### src/rtl/jk_pkg.sv
// Shared types for the JK excitation driver: issued command encoding, FSM states
// and the excitation-table lookup used to turn a desired Q into a J/K pair.
package jk_pkg;

  // Encoded directly as {j, k} so a command can be driven onto the pins as-is.
  typedef enum logic [1:0] {
    HOLD = 2'b00,
    RST  = 2'b01,
    SET  = 2'b10,
    TOG  = 2'b11
  } jk_cmd_e;

  typedef enum logic [1:0] {
    S_INIT = 2'd0,
    S_RUN  = 2'd1,
    S_ERR  = 2'd2
  } jk_state_e;

  // policy=0 resolves don't-cares towards hold/set/reset, policy=1 towards toggle.
  function automatic jk_cmd_e jk_excite(input logic qm, input logic t, input logic policy);
    jk_cmd_e cmd;
    if (policy) begin
      if (qm != t) cmd = TOG;
      else         cmd = t ? SET : RST;
    end else begin
      if (qm == t) cmd = HOLD;
      else         cmd = t ? SET : RST;
    end
    return cmd;
  endfunction

endpackage

### src/rtl/jk_target_fifo.sv
// Small 1-bit-wide FIFO holding pending target Q values; pointers carry one
// extra wrap bit so full and empty are told apart without an occupancy counter.
module jk_target_fifo #(
  parameter int DEPTH = 4
) (
  input  logic clk,
  input  logic rst_n,
  input  logic push_i,
  input  logic data_i,
  input  logic pop_i,
  output logic data_o,
  output logic full_o,
  output logic empty_o
);

  localparam int AW = $clog2(DEPTH);

  logic [AW:0]      wr_ptr_q, wr_ptr_d;
  logic [AW:0]      rd_ptr_q, rd_ptr_d;
  logic [DEPTH-1:0] mem_q;
  logic             do_push;
  logic             do_pop;

  assign full_o  = (wr_ptr_q[AW] != rd_ptr_q[AW]) &&
                   (wr_ptr_q[AW-1:0] == rd_ptr_q[AW-1:0]);
  assign empty_o = (wr_ptr_q == rd_ptr_q);

  // A push into a full FIFO is refused even when a pop frees a slot this cycle.
  assign do_push = push_i & ~full_o;
  assign do_pop  = pop_i & ~empty_o;

  assign data_o   = mem_q[rd_ptr_q[AW-1:0]];
  assign wr_ptr_d = wr_ptr_q + (AW+1)'(do_push);
  assign rd_ptr_d = rd_ptr_q + (AW+1)'(do_pop);

  always_ff @(posedge clk) begin
    if (!rst_n) begin
      wr_ptr_q <= '0;
      rd_ptr_q <= '0;
    end else begin
      wr_ptr_q <= wr_ptr_d;
      rd_ptr_q <= rd_ptr_d;
    end
  end

  // NOTE: storage has no reset; only the pointers decide which entries are valid.
  always_ff @(posedge clk) begin
    if (do_push) begin
      mem_q[wr_ptr_q[AW-1:0]] <= data_i;
    end
  end

endmodule

### src/rtl/jk_excitation_driver.sv
// Drives an external JK flip-flop from a stream of desired Q values, checks the
// returned Q two edges after each command and counts issued commands by type.
module jk_excitation_driver
  import jk_pkg::*;
#(
  parameter int DEPTH     = 4,
  parameter int DC_POLICY = 0,
  parameter int CW        = 8
) (
  input  logic          clk,
  input  logic          RESET,
  input  logic          tgt_valid,
  input  logic          tgt_bit,
  output logic          tgt_ready,
  output logic          j,
  output logic          k,
  input  logic          q_fb,
  output logic          busy,
  output logic          err,
  input  logic          clr_err,
  output logic [CW-1:0] cnt_set,
  output logic [CW-1:0] cnt_rst,
  output logic [CW-1:0] cnt_tog,
  output logic [CW-1:0] cnt_hold
);

  localparam logic POLICY = (DC_POLICY != 0);

  jk_state_e     state_q;
  logic          j_q, k_q;
  logic          qm_q;
  logic          err_q;
  logic          chk_v1_q, chk_v2_q;
  logic          chk_exp1_q, chk_exp2_q;
  logic [CW-1:0] cnt_set_q, cnt_rst_q, cnt_tog_q, cnt_hold_q;
  logic [CW-1:0] cnt_set_d, cnt_rst_d, cnt_tog_d, cnt_hold_d;

  logic    fifo_full, fifo_empty, fifo_head;
  logic    push, pop, mismatch;
  jk_cmd_e cmd;

  function automatic logic [CW-1:0] sat_inc(input logic [CW-1:0] v);
    return (&v) ? v : v + CW'(1);
  endfunction

  jk_target_fifo #(.DEPTH(DEPTH)) u_fifo (
    .clk    (clk),
    .rst_n  (RESET),
    .push_i (push),
    .data_i (tgt_bit),
    .pop_i  (pop),
    .data_o (fifo_head),
    .full_o (fifo_full),
    .empty_o(fifo_empty)
  );

  assign push     = tgt_valid & ~fifo_full;
  // A detected mismatch freezes the queue so the failing context stays inspectable.
  assign mismatch = chk_v2_q & (q_fb != chk_exp2_q);
  assign pop      = (state_q == S_RUN) & ~fifo_empty & ~mismatch;
  assign cmd      = jk_excite(qm_q, fifo_head, POLICY);

  // NOTE: sequential state uses non-blocking assignments so every register
  // samples the pre-edge values of its neighbours.
  always_ff @(posedge clk) begin
    if (!RESET) begin
      state_q    <= S_INIT;
      j_q        <= 1'b0;
      k_q        <= 1'b1;
      qm_q       <= 1'b0;
      err_q      <= 1'b0;
      chk_v1_q   <= 1'b0;
      chk_v2_q   <= 1'b0;
      chk_exp1_q <= 1'b0;
      chk_exp2_q <= 1'b0;
    end else begin
      chk_v2_q   <= chk_v1_q;
      chk_exp2_q <= chk_exp1_q;
      chk_v1_q   <= 1'b0;
      unique case (state_q)
        S_INIT: begin
          j_q     <= 1'b0;
          k_q     <= 1'b0;
          state_q <= S_RUN;
        end
        S_RUN: begin
          if (mismatch) begin
            {j_q, k_q} <= HOLD;
            err_q      <= 1'b1;
            chk_v1_q   <= 1'b0;
            chk_v2_q   <= 1'b0;
            state_q    <= S_ERR;
          end else if (pop) begin
            {j_q, k_q} <= cmd;
            qm_q       <= fifo_head;
            chk_v1_q   <= 1'b1;
            chk_exp1_q <= fifo_head;
          end else begin
            {j_q, k_q} <= HOLD;
          end
        end
        S_ERR: begin
          chk_v2_q <= 1'b0;
          if (clr_err) begin
            // Re-force the flip-flop to 0 so the model and the device agree again.
            j_q     <= 1'b0;
            k_q     <= 1'b1;
            qm_q    <= 1'b0;
            err_q   <= 1'b0;
            state_q <= S_INIT;
          end else begin
            {j_q, k_q} <= HOLD;
          end
        end
        default: begin
          j_q     <= 1'b0;
          k_q     <= 1'b1;
          qm_q    <= 1'b0;
          state_q <= S_INIT;
        end
      endcase
    end
  end

  // Counters follow the issued J/K pair, not the underlying Q transition.
  always_comb begin
    // NOTE: defaults first so no path leaves a next-state value unassigned.
    cnt_set_d  = cnt_set_q;
    cnt_rst_d  = cnt_rst_q;
    cnt_tog_d  = cnt_tog_q;
    cnt_hold_d = cnt_hold_q;
    if (pop) begin
      unique case (cmd)
        SET:     cnt_set_d  = sat_inc(cnt_set_q);
        RST:     cnt_rst_d  = sat_inc(cnt_rst_q);
        TOG:     cnt_tog_d  = sat_inc(cnt_tog_q);
        default: cnt_hold_d = sat_inc(cnt_hold_q);
      endcase
    end
  end

  always_ff @(posedge clk) begin
    if (!RESET) begin
      cnt_set_q  <= '0;
      cnt_rst_q  <= '0;
      cnt_tog_q  <= '0;
      cnt_hold_q <= '0;
    end else begin
      cnt_set_q  <= cnt_set_d;
      cnt_rst_q  <= cnt_rst_d;
      cnt_tog_q  <= cnt_tog_d;
      cnt_hold_q <= cnt_hold_d;
    end
  end

  assign tgt_ready = ~fifo_full;
  assign j         = j_q;
  assign k         = k_q;
  assign err       = err_q;
  assign busy      = ~fifo_empty | chk_v1_q | chk_v2_q;
  assign cnt_set   = cnt_set_q;
  assign cnt_rst   = cnt_rst_q;
  assign cnt_tog   = cnt_tog_q;
  assign cnt_hold  = cnt_hold_q;

endmodule
### config.mk
export PLATFORM = sky130hd
export DESIGN_NAME = jk_excitation_driver
export DESIGN_NICKNAME = d
export VERILOG_FILES = /design/src/rtl/jk_pkg.sv /design/src/rtl/jk_target_fifo.sv /design/src/rtl/jk_excitation_driver.sv
export SDC_FILE = /design/constraint.sdc
export NUM_CORES = 1
export LEC_CHECK = 0
export ABC_AREA = 0
export CAP_MARGIN = 20
export CELL_PAD_IN_SITES_DETAIL_PLACEMENT = 0
export CELL_PAD_IN_SITES_GLOBAL_PLACEMENT = 1
export CORE_ASPECT_RATIO = 0.5
export CORE_MARGIN = 2
export CORE_UTILIZATION = 40
export CTS_CLUSTER_DIAMETER = 50
export DETAILED_ROUTE_END_ITERATION = 10
export GPL_TIMING_DRIVEN = 1
export PLACE_DENSITY = 0.79
export SLEW_MARGIN = 20
export SYNTH_ARGS = -nofsm -noshare
export SYNTH_HDL_FRONTEND = slang
export SYNTH_SLANG_ARGS = --single-unit
### constraint.sdc
create_clock -name clk -period 2.87 [get_ports clk]
set_input_delay 0.574 -clock clk [delete_from_list [all_inputs] [get_ports clk]]
set_output_delay 0.574 -clock clk [all_outputs]
set_load 0.02 [all_outputs]
Word level (Yosys, flattened, before mapping)
Cells that the tools add are included.

Register bits: 52. Word-level logic and storage cells: 101.

Add/subtract/negate cells: 6. Order comparisons: 3. Eq/ne operators: 14. Muxes and demuxes: 23. Bitwise logic cells: 20. Reductions and logical operators: 19.

Operators with widths (number): $add 8x1->8 const B (4); $reduce_and 8->1 (4); $reduce_and 3->1 (6); $not 1->1 (12); $mux 1 (11); $mux 2 (4); $add 3x1->3 (2); $and 1x1->1 (6); $eq 2x2->1 const B (3); $lt 2x3->1 const B (2); $ne 2x2->1 const B (3); $pmux 1 s3 (2); $pmux 2 s3 (1); $reduce_or 3->1 (2); $bwmux 4 (1); $eq 2x1->1 const B (2); $pmux 1 s2 (2); $reduce_and 4->1 (1); $reduce_or 4->1 (1); $eq 3x3->1 (1); $bmux 1 s2 (1); $demux 1 s2 (1); $eq 2x2->1 (1); $ge 2x1->1 const B (1); 8 further kinds (11).

Logic depth before layout (Yosys ltp)
Depth in word-level cells: 8. Gate-level depth with buffers: 9. Mapped depth without buffers: 9.

By module
Synthesis repeated with hierarchy kept, for this count alone.

Cells, all modules: 299. Area, all modules: 2692.6 sq um.

Modules (own cells, without submodules): jk_excitation_driver (times used 1, cells an instance 258, area each 2197.1 sq um, sequential area each 840.8 sq um); jk_target_fifo (times used 1, cells an instance 41, area each 495.5 sq um, sequential area each 240.2 sq um).

Worst setup path after synthesis
OpenSTA, ideal clock, no wires.

Path type: reg-to-reg. From: register u_fifo.rd_ptr_q[0]. To: register cnt_tog_q[4] (netlist: cnt_tog[4]). Data arrival time: 2189 ps. Data required time: 2799 ps. Setup slack: 610 ps. Cell stages (with the launch flop): 9. Clock period less this slack: 2260 ps. Cells stage by stage: dfxtp_1 -> mux4_2 -> inv_1 -> ha_1 -> o21a_1 -> nand3_4 -> clkbuf_8 -> or3_1 -> a21oi_1.

Cells in the longest elaborated chain, start to end: 6. Elaborated cells between the ends (all ways): 11. Classes of those cells: eq/ne (3); mux (4); bitwise (3); reduce/logical (1).

RTL lines: start: declaration (RTL line jk_target_fifo.sv:19) `logic [AW:0] rd_ptr_q, rd_ptr_d;`; start signal: assignment (RTL line jk_target_fifo.sv:42) `rd_ptr_q <= rd_ptr_d;`; $bmux 1 s2 (*) (RTL line jk_target_fifo.sv:32) `assign data_o = mem_q[rd_ptr_q[AW-1:0]];`; $mux 1 (implied by the code) (*) (RTL line jk_target_fifo.sv:32); via fifo_head (RTL line jk_excitation_driver.sv:38) `logic fifo_full, fifo_empty, fifo_head;`; $mux 2 or $eq 1x1->1 (tied branches) (RTL line jk_pkg.sv:27, jk_pkg.sv:26); $mux 2 (*) (RTL line jk_pkg.sv:26) `if (qm == t) cmd = HOLD;`; $eq 2x2->1 (*) (RTL line jk_excitation_driver.sv:133) `unique case (cmd)`; $reduce_and 3->1 (no source line) (*); end signal: assignment (RTL line jk_excitation_driver.sv:151) `cnt_tog_q <= cnt_tog_d;`; end: declaration (RTL line jk_excitation_driver.sv:35) `logic [CW-1:0] cnt_set_q, cnt_rst_q, cnt_tog_q, cnt_hold_q;`.

The timed path passes the listed nets; every way through them passes the cells marked *. The select of a mux whose other input is x is not followed. A chain may end at the register's enable or synchronous reset.

Worst setup path after layout
From: register u_fifo.wr_ptr_q[1]. To: output port busy.

Cells in the longest elaborated chain, start to end: 4.

RTL lines: start: declaration (RTL line jk_target_fifo.sv:18) `logic [AW:0] wr_ptr_q, wr_ptr_d;`; start signal: assignment (RTL line jk_target_fifo.sv:41) `wr_ptr_q <= wr_ptr_d;`; $eq 3x3->1 (RTL line jk_target_fifo.sv:26) `assign empty_o = (wr_ptr_q == rd_ptr_q);`; $not 1->1 (RTL line jk_excitation_driver.sv:160) `assign busy = ~fifo_empty | chk_v1_q | chk_v2_q;`; $or 1x1->1 (2 in series) (RTL line jk_excitation_driver.sv:160); end: declaration (RTL line jk_excitation_driver.sv:18) `output logic busy,`.

Every way passes these cells.

==> results.sh <==
export IMPL_synth_area_leaders="dfxtp_1 (38%), ha_1 (7.8%), edfxtp_1 (4.7%), nand2_1 (4.1%), xnor2_1 (4.1%)"
export IMPL_nFillCells=572
export IMPL_ys_top_cells_by_count="dfxtp_1 (48), nand2_1 (28), nor2_1 (19), nand3_1 (17), ha_1 (16)"
export IMPL_slew_headroom_pct=60.2
export IMPL_crit_required_ns=2.30
export IMPL_num_rows=20
export IMPL_grt_max_degree=27
export IMPL_synth_edf_count=4
export IMPL_yosysTopAreaCell="dfxtp_1"
export IMPL_clk_pin_slew_ns=0.07
export IMPL_power_switching_uw=612
export IMPL_synth_cell_type_count=50
export IMPL_ff_latch_area_sq_um=1080
export IMPL_syn_to_final_growth_pct=26.6
export IMPL_clock_root_buffer="clkbuf_16"
export IMPL_fin_skew_ns=0.00469
export IMPL_multi_input_area_sq_um=1390
export IMPL_yosysTopAreaCellShare_pct=37.6
export IMPL_min_path_type="reg -> reg"
export IMPL_worstSkewPairLatency_ns=0.29
export IMPL_seq_power_share_pct=43.3
export IMPL_die_w_um=117
export IMPL_yosysMostFrequentCell="dfxtp_1"
export IMPL_start_util_pct=41.7
export IMPL_drv_cap=0
export IMPL_endpoint_kind="output port"
export IMPL_ys_async_sr_fraction_pct=0
export IMPL_placedCellCount=403
export IMPL_ys_flop_type="dfxtp_1"
export IMPL_clock_sinks=52
export IMPL_antenna_left=0
export IMPL_combPwrFrac_pct=26.3
export IMPL_grt_pass1_wl_um=9120
export IMPL_yosysSeqAreaShare_pct=42.3
export IMPL_cts_buffers=5
export IMPL_period_minus_slack_ns=2.46
export IMPL_yosys_warnings=0
export IMPL_ir_worst_vdd_mv=0.263
export IMPL_drt_iter0_drc=115
export IMPL_grt_antenna_before_repair=0
export IMPL_syn_avg_cell_area_sq_um=9.33
export IMPL_hold_viol=0
export IMPL_synthesis_nets=296
export IMPL_wire_per_inst_um=13.6
export IMPL_clockPowerShare_pct=30.4
export IMPL_dp_hpwl_um=4180
export IMPL_core_sq_um=6130
export IMPL_worst_pin_slew_ns=0.594
export IMPL_syn_inst=274
export IMPL_vias=2155
export IMPL_dr_pass1_iters=4
export IMPL_critical_path_class="reg -> out"
export IMPL_htreeDepth=2
export IMPL_layout_drive_gt1_share_pct=8.05
export IMPL_place_gp_congestion=0.857
export IMPL_switching_share_pct=32.0
export IMPL_synth_area_sq_um=2560
export IMPL_gr_total_overflow=0
export IMPL_gr_usage_all_layers_pct=17.0
export IMPL_finalWirelength_um=5610
export IMPL_leakagePower_uw=0.00118
export IMPL_finalNonFillerCells=411
export IMPL_drc=0
export IMPL_synth_seq_cells=52
export IMPL_setup_viol=0
export IMPL_cts_tree="built"
export IMPL_io_pins=43
export IMPL_clk_path_buf_depth=2
export IMPL_p_int_uw=1300
export IMPL_powerDensity_nw_per_um2=590
export IMPL_dieArea_sq_um=7080
export IMPL_fin_tns_setup_ns=0
export IMPL_vias_per_cell=5.24
export IMPL_die_h_um=60.5
export IMPL_cp_start_kind="flop"
export IMPL_rsz0062_at_grt="false"
export IMPL_n_antenna_cell=0
export IMPL_status="complete, no violations"
export IMPL_critical_path_peak_fanout=6
export IMPL_cp_data_arrival_time_ns=1.89
export IMPL_min_period_over_period_pct=85.8
export IMPL_drv_slew=0
export IMPL_first_global_vias=1930
export IMPL_nets=344
export IMPL_portBuffers=42
export IMPL_max_freq_mhz=406
[power by group through the flow]
stage	Clock (uW)	Sequential [uW]	Combinational, uW
4_1_cts	605	827	505
3_5_place_dp	0	843	503
2_1_floorplan	0	855	324
6_report	580	827	503
5_1_grt	639	834	558
3_3_place_gp	0	841	488
[final timing paths]
| path | from | endpoint | slack (ns) | cells after the start |
|---|---|---|---|---|
| setup / recovery | u_fifo.wr_ptr_q[1] | busy | 0.41 | 4 |
| hold / removal | chk_v1_q | chk_v2_q | 0.44 | 2 |
| setup reg to reg | u_fifo.rd_ptr_q[0] | cnt_tog[7] | 0.56 | 7 |
| hold reg to reg | chk_v1_q | chk_v2_q | 0.44 | 2 |
[placed cells by master, fill, tap and decap left out, types with 3 or more instances in the layout]
cell,netlist,final
nand2_1,28,28
clkbuf_16,0,5
inv_1,9,9
nand3_1,17,17
ha_1,16,16
dfxtp_1,48,48
edfxtp_1,4,4
o21ai_0,12,12
xnor2_1,12,12
and4_1,3,3
or3_1,6,6
o31ai_1,3,3
buf_4,0,8
or4_1,5,5
and2_1,8,8
nand2b_1,3,3
xor2_1,7,7
a21oi_1,12,12
nand4_1,8,8
clkdlybuf4s50_1,0,41
and3_1,3,3
nor2_1,19,19
nor4_1,6,6
[registers in the layout, summed over array words and instances, names as in the netlist, 2 cells and up]
register         cells
u_fifo.mem_q         4
u_fifo.rd_ptr_q      3
cnt_rst              8
cnt_tog              8
state_q              2
cnt_hold             8
cnt_set              8
u_fifo.wr_ptr_q      3
[cell families (layout without fill, tap and decap cells)]
| logic type | Yosys count | in the layout | share of synthesized area (%) |
|---|---|---|---|
| flops | 52 | 52 | 42.3 |
| xor+xnor | 20 | 20 | 7.15 |
| simple gates | 121 | 121 | 26.7 |
| compound gates | 44 | 44 | 11.1 |
| buf+inv | 18 | 67 | 3.33 |
| mux | 3 | 3 | 1.66 |
| fa+ha+maj | 16 | 16 | 7.83 |
[layout make-up]
cell class | instances | share of cell area [%]
Clock buffer | 5 | 3.87
Clock inverter | 3 | 0.425
Inverter | 9 | 1.04
Multi-Input combinational cell | 204 | 42.9
Sequential cell | 52 | 33.4
Tap cell | 88 | 3.40
Timing Repair Buffer | 50 | 14.9
[critical path: stages (launching register included)]
cell            delay [ns]
dfxtp_1               0.42
xor2_1                0.13
or3_1                 0.40
or3_2                 0.43
dlymetal6s2s_1        0.22
[metal layers]
metal	GRT usage [%]	vias to the layer above	wire length, um	part of all wire (%)
met5	0	-	0	0
met4	6.39	0	61	1.1
met3	4.30	7	252	4.5
met2	26.5	53	2460	44
met1	23.3	1008	2830	51
li1	-	1087	-	-
[what timing repair did]
| action | 4_1_cts | 5_1_grt |
|---|---|---|
| setup endpoints to repair | 0 | 1 |
| gates resized for setup | 0 | 1 |
| hold buffers | 0 | 0 |
| setup buffers | 0 | 0 |
[metrics by stage]
stage | hold slack (ns) | util (%) | setup WS (ns) | instance area (sq um) | total power (uW)
finish | 0.437 | 52.8 | 0.408 | 3240 | 1910
global route | 0.473 | 52.8 | 0.319 | 3240 | 2030
CTS | 0.433 | 52.8 | 0.0424 | 3230 | 1940
detailed placement | 0.420 | 50.5 | 0.365 | 3100 | 1350
global placement | 0.432 | 50.5 | 0.388 | 3100 | 1330
floorplan | 0.408 | - | 0.610 | 2560 | 1180
Power figures use the tool's default switching activity.
